[config.mk]
export PLATFORM = sky130hd
export DESIGN_NAME = adc_capture_mux
export DESIGN_NICKNAME = d
export VERILOG_FILES = /design/src/rtl/adc_capture_mux.sv
export SDC_FILE = /design/constraint.sdc
export NUM_CORES = 1
export LEC_CHECK = 0
export CAP_MARGIN = 20
export CORE_UTILIZATION = 55
export CTS_BUF_LIST = sky130_fd_sc_hd__clkbuf_4
export CTS_CLUSTER_DIAMETER = 50
export DETAILED_ROUTE_END_ITERATION = 8
export GPL_ROUTABILITY_DRIVEN = 1
export GPL_TIMING_DRIVEN = 0
export PLACE_DENSITY = 0.9
export SYNTH_ARGS = -nofsm -noshare
export SYNTH_HDL_FRONTEND = slang
export SYNTH_SLANG_ARGS = --single-unit
[constraint.sdc]
create_clock -name clk -period 1.42 [get_ports clk]
set_input_delay 0.426 -clock clk [delete_from_list [all_inputs] [get_ports clk]]
set_output_delay 0.426 -clock clk [all_outputs]
set_load 0.03 [all_outputs]
[src/rtl/adc_capture_mux.sv]
// ADC capture front end: drives ad_clk, captures NCH parallel channels, optionally averages
// 2^AVG_LOG2 samples per channel and serialises the results onto a valid/ready port.
module adc_capture_mux #(
    parameter int unsigned NCH        = 2,
    parameter int unsigned DW         = 12,
    parameter int unsigned DIV        = 4,
    parameter int unsigned AVG_LOG2   = 0,
    parameter int unsigned SIGNED_OUT = 1,
    localparam int unsigned CW        = (NCH > 1) ? $clog2(NCH) : 1
) (
    input  logic              clk,
    input  logic              rst,
    input  logic              en,
    output logic              ad_clk,
    input  logic [NCH*DW-1:0] ad_in,
    output logic [DW-1:0]     m_data,
    output logic [CW-1:0]     m_chan,
    output logic              m_valid,
    input  logic              m_ready,
    output logic              overrun,
    input  logic              overrun_clr
);

    localparam int unsigned AW  = DW + AVG_LOG2;
    localparam int unsigned PW  = $clog2(DIV);
    localparam int unsigned SCW = (AVG_LOG2 > 0) ? AVG_LOG2 : 1;

    localparam logic [PW-1:0]  CntLast   = PW'(DIV - 1);
    localparam logic [PW-1:0]  CntStrobe = PW'(DIV / 2 - 1);
    localparam logic [PW-1:0]  CntHigh   = PW'(DIV / 2);
    localparam logic [SCW-1:0] SampLast  = SCW'((1 << AVG_LOG2) - 1);

    logic [PW-1:0]  cnt_q, cnt_d;
    logic           ad_clk_q, ad_clk_d;
    logic           strobe;
    logic [DW-1:0]  cap_q [NCH];
    logic [DW-1:0]  cap_d [NCH];
    logic           cap_vld_q, cap_vld_d;

    logic [AW-1:0]  acc_q [NCH];
    logic [AW-1:0]  acc_d [NCH];
    logic [SCW-1:0] samp_cnt_q, samp_cnt_d;
    logic [DW-1:0]  res [NCH];
    logic           frame_done;
    logic [DW-1:0]  conv;
    logic signed [DW-1:0] conv_s;
    logic [AW-1:0]  ext;
    logic [AW-1:0]  sum;
    logic signed [AW-1:0] sum_s;

    logic [DW-1:0]  hold_q [NCH];
    logic [DW-1:0]  hold_d [NCH];
    logic [NCH-1:0] pend_q, pend_d;
    logic [NCH-1:0] take;
    logic           load;
    logic           any_pend;
    logic [CW-1:0]  sel_chan;
    logic [DW-1:0]  sel_data;
    logic           overrun_set;

    logic           m_valid_q, m_valid_d;
    logic [DW-1:0]  m_data_q, m_data_d;
    logic [CW-1:0]  m_chan_q, m_chan_d;
    logic           overrun_q, overrun_d;

    // Phase counter, ad_clk and capture strobe on the last low-phase cycle.
    always_comb begin
        cnt_d = '0;
        if (en) begin
            cnt_d = (cnt_q == CntLast) ? '0 : cnt_q + PW'(1);
        end
        ad_clk_d  = en && (cnt_d >= CntHigh);
        strobe    = en && (cnt_q == CntStrobe);
        cap_vld_d = strobe;
        for (int k = 0; k < int'(NCH); k++) begin
            cap_d[k] = strobe ? ad_in[k*DW +: DW] : cap_q[k];
        end
    end

    // Conversion and accumulation, one cycle after capture.
    always_comb begin
        samp_cnt_d = samp_cnt_q;
        frame_done = 1'b0;
        conv       = '0;
        conv_s     = '0;
        ext        = '0;
        sum        = '0;
        sum_s      = '0;
        for (int k = 0; k < int'(NCH); k++) begin
            acc_d[k] = acc_q[k];
            res[k]   = '0;
        end
        if (!en) begin
            samp_cnt_d = '0;
            for (int k = 0; k < int'(NCH); k++) begin
                acc_d[k] = '0;
            end
        end else if (cap_vld_q) begin
            frame_done = (samp_cnt_q == SampLast);
            samp_cnt_d = frame_done ? '0 : samp_cnt_q + SCW'(1);
            for (int k = 0; k < int'(NCH); k++) begin
                conv = cap_q[k];
                if (SIGNED_OUT != 0) begin
                    conv[DW-1] = ~conv[DW-1];
                end
                conv_s = conv;
                ext    = (SIGNED_OUT != 0) ? AW'(conv_s) : AW'(conv);
                sum    = acc_q[k] + ext;
                sum_s  = sum;
                if (frame_done) begin
                    res[k]   = (SIGNED_OUT != 0) ? DW'(sum_s >>> AVG_LOG2) : DW'(sum >> AVG_LOG2);
                    acc_d[k] = '0;
                end else begin
                    acc_d[k] = sum;
                end
            end
        end
    end

    // Hold registers and output serialiser; lowest pending channel wins.
    always_comb begin
        load      = !m_valid_q || m_ready;
        take      = pend_q & (~pend_q + NCH'(1));
        any_pend  = |pend_q;
        sel_chan  = '0;
        sel_data  = '0;
        for (int k = 0; k < int'(NCH); k++) begin
            hold_d[k] = hold_q[k];
            if (take[k]) begin
                sel_chan = CW'(k);
                sel_data = hold_q[k];
            end
        end
        m_valid_d   = m_valid_q;
        m_data_d    = m_data_q;
        m_chan_d    = m_chan_q;
        pend_d      = pend_q;
        overrun_set = 1'b0;
        if (load) begin
            m_valid_d = any_pend;
            if (any_pend) begin
                m_data_d = sel_data;
                m_chan_d = sel_chan;
                pend_d   = pend_q & ~take;
            end
        end
        if (frame_done) begin
            for (int k = 0; k < int'(NCH); k++) begin
                // A channel handed to the output on this edge is not an overwrite.
                if (pend_q[k] && !(load && take[k])) begin
                    overrun_set = 1'b1;
                end
                hold_d[k] = res[k];
                pend_d[k] = 1'b1;
            end
        end
        overrun_d = overrun_q;
        if (overrun_clr) begin
            overrun_d = 1'b0;
        end
        if (overrun_set) begin
            overrun_d = 1'b1;
        end
    end

    always_ff @(posedge clk) begin
        if (rst) begin
            cnt_q      <= '0;
            ad_clk_q   <= 1'b0;
            cap_vld_q  <= 1'b0;
            samp_cnt_q <= '0;
            pend_q     <= '0;
            m_valid_q  <= 1'b0;
            m_data_q   <= '0;
            m_chan_q   <= '0;
            overrun_q  <= 1'b0;
            for (int k = 0; k < int'(NCH); k++) begin
                cap_q[k]  <= '0;
                acc_q[k]  <= '0;
                hold_q[k] <= '0;
            end
        end else begin
            cnt_q      <= cnt_d;
            ad_clk_q   <= ad_clk_d;
            cap_vld_q  <= cap_vld_d;
            samp_cnt_q <= samp_cnt_d;
            pend_q     <= pend_d;
            m_valid_q  <= m_valid_d;
            m_data_q   <= m_data_d;
            m_chan_q   <= m_chan_d;
            overrun_q  <= overrun_d;
            for (int k = 0; k < int'(NCH); k++) begin
                cap_q[k]  <= cap_d[k];
                acc_q[k]  <= acc_d[k];
                hold_q[k] <= hold_d[k];
            end
        end
    end

    assign ad_clk  = ad_clk_q;
    assign m_data  = m_data_q;
    assign m_chan  = m_chan_q;
    assign m_valid = m_valid_q;
    assign overrun = overrun_q;

endmodule
==> results.py <==
metrics = {
    "place": {
        "io_buffers": 44,
        "dp_slack_ns": -0.499,
        "dp_hpwl_mm": 4.22,
        "gp_congestion": 0.856,
    },
    "power": {
        "vdd_drop_max_mv": 0.770,
        "swShare_pct": 23.5,
        "powerDensity_nw_per_um2": 1090,
        "internal_power_uw": 2800,
        "cellLeakagePower_uw": 0.00118,
        "seq_power_share_pct": 54.4,
        "p_switching_uw": 859,
        "combPwrFrac_pct": 7.2,
        "pwr-share-clk_pct": 38.5,
        "total_power_uw": 3660,
    },
    "floorplan": {
        "ios": 45,
        "die_h_um": 72.1,
        "row_count": 25,
        "fp.dieArea_um2": 5200,
        "die_x_um": 72.1,
        "start_util_pct": 57.2,
        "coreArea_um2": 4720,
    },
    "setup_path": {
        "cp_top_family": "flip-flops",
        "path_class": "flip-flop to output pin",
        "required_ns": 0.99,
        "cp.buffers_inverters": 1,
        "cp_data_arrival_time_ns": 0.95,
        "path_cells": "buf_2",
        "crit_path_end_kind": "output pin",
        "critPathMaxStageDelay_ns": 0.34,
        "cp_slowest_cell": "dfxtp_1",
        "startpoint_type": "flip-flop",
        "cp_max_fo": 2,
    },
    "clock_tree": {
        "cts_buffer_depth": 2,
        "clkSinkCount": 69,
        "path_clk_slew_ns": 0.12,
        "clock_latency_ns": 0.42,
        "htreeDepth": 3,
        "cts_tree": "yes",
        "cts_hold_buf": 0,
        "root_buffer": "clkbuf_4",
        "cts_setup_buffers": 0,
        "cts_inserted_buffers": 9,
    },
    "drt": {
        "vias_per_cell": 5.12,
        "drt_drc_violations_left": 0,
        "postRouteAntennaNets": 0,
        "drt_wl_total_mm": 6.03,
        "post_drt_wl_per_cell_um": 13.4,
        "vias": 2306,
        "drt_iter0_drc": 97,
        "firstDrtPassIters": 5,
    },
    "timing": {
        "setup_violations": 0,
        "fmax_mhz": 726,
        "hold_violations": 0,
        "setup_slack_ns": 0.0424,
        "skew_ns": 0.0111,
        "relSlewSlack_pct": 57.6,
        "tightest_slew_ns": 0.636,
        "slew_viol_final": 0,
        "min_period_ns": 1.38,
        "fin_crit_sh_pct": 97.0,
    },
    "synthesis": {
        "yosys_register_bits": 69,
        "synth_area_um2": 2700,
        "syn_nets": 354,
        "yosys_warnings": 0,
        "synth-edff-count": 0,
        "synth_common_cells": "nand2_1 (95), dfxtp_1 (69), a21oi_1 (51)",
        "async_flop_share_pct": 0,
        "yosysTopAreaCell": "dfxtp_1",
        "yosysSeqAreaShare_pct": 51.1,
        "synth_flop_cell": "dfxtp_1",
        "synth_top_area_share_pct": 51.1,
        "syn_inst": 323,
        "syn_area_per_cell_um2": 8.36,
        "yosysUniqueCellTypes": 24,
        "yosysMostFrequentCell": "nand2_1",
        "yosys-top-cells-area": "dfxtp_1 (51%), nand2_1 (13%), a21oi_1 (9.4%), a221oi_2 (5.6%), a22o_1 (3.6%)",
    },
    "grt": {
        "grt_max_degree": 13,
        "grt_overflow_total": 0,
        "grt_pass1_wl_mm": 9.89,
        "antenna_found_initial": 0,
        "grt_pass1_vias": 2180,
        "track_usage_pct": 25.1,
    },
    "run": {
        "maxCapViolCount": 0,
    },
    "run_status": {
        "status": "complete, no violations",
    },
    "finish": {
        "final_nets": 409,
        "antennaDiodeCount": 0,
        "fillers": 373,
        "areaGrowthSynthToFinish_pct": 23.8,
        "drive_above_1_share_pct": 17.5,
    },
    "min_path": {
        "hp-class": "input pin to flip-flop",
    },
}
-- layout make-up --
| type | instances | area (um2) | share of cell area, % |
|---|---|---|---|
| Inverter | 24 | 90.1 | 2.69 |
| Clock buffer | 9 | 67.6 | 2.02 |
| Multi-Input combinational cell | 206 | 1090 | 32.6 |
| Tap cell | 67 | 83.8 | 2.51 |
| Clock inverter | 7 | 90.1 | 2.69 |
| Buffer | 24 | 164 | 4.90 |
| Timing Repair Buffer | 44 | 375 | 11.2 |
| Sequential cell | 69 | 1380 | 41.4 |
-- final timing paths --
check | from | cells past startpoint | slack [ns] | end
setup / recovery | m_data[1] | 1 | 0.04 | m_data[1]
hold / removal | en | 3 | 0.40 | cnt_q[1]
setup reg to reg | cnt_q[1] | 7 | 0.06 | cap_q[0][7]
hold reg to reg | cap_q[0][23] | 1 | 0.45 | hold_q[0][23]
-- layer usage --
layer / track usage [%] / up-vias / share of wire [%]
met5: 0 / - / 0
met4: 11.8 / 0 / 2.0
met3: 5.56 / 13 / 4.4
met2: 42.1 / 73 / 48
met1: 30.9 / 1049 / 45
li1: - / 1171 / -
-- kinds of logic after synthesis --
| logic type | after synthesis | share of synthesized area, % |
|---|---|---|
| AND/OR/NAND/NOR | 123 | 18.2 |
| AO/OA/AOI/OAI | 80 | 20.8 |
| flip-flops | 69 | 51.1 |
| buffers and inverters | 48 | 8.61 |
| adder cells (fa/ha/maj) | 2 | 0.926 |
| multiplexers | 1 | 0.371 |
-- power groups by stage --
stage               Combinational (uW)  Sequential (uW)  Clock (uW)
global placement                   253             2030           0
detailed placement                 261             2030           0
CTS                                254             1990        1410
finish                             262             1990        1410
floorplan                          114             2050           0
global route                       286             1990        1500
-- stage by stage --
stage	instance area, um2	std cells	TNS, ns	util [%]	hold slack [ns]
2_1_floorplan	2700	323	0	-	0.413
3_3_place_gp	3230	434	-21.65	68.3	0.424
3_5_place_dp	3230	434	-24.58	68.3	0.444
4_1_cts	3310	450	0	70.1	0.452
5_1_grt	3340	450	-0.0637	70.8	0.408
6_report	3340	450	0	70.8	0.404
-- worst min-delay path, cell delays in order --
cell and delay, ns:
dlymetal6s2s_1 0.18, nand2b_1 0.14, nor2_1 0.05
-- placed cells by master (no fill, tap or decap), types with 9 or more instances in the layout --
cell type,instances
a21oi_1,51
a221oi_2,10
a22o_1,11
buf_2,17
buf_4,9
clkbuf_4,12
clkdlybuf4s50_1,27
dfxtp_1,67
inv_1,24
nand2_1,94
nor2_1,18
-- sequential cells by signal, indices dropped and copies added, names as in the netlist --
name	count
pend_q	2
ad_clk	1
m_chan	1
cap_vld_q	1
m_data	12
m_valid	1
hold_q	24
cnt_q	2
cap_q	24
overrun	1
-- what timing repair did --
| item | 4_1_cts | 5_1_grt |
|---|---|---|
| gates resized for setup | 86 | 26 |
| setup endpoints to repair | 39 | 47 |
| pin swaps | 0 | 0 |
Note: power is estimated with default switching activity, not from simulation.
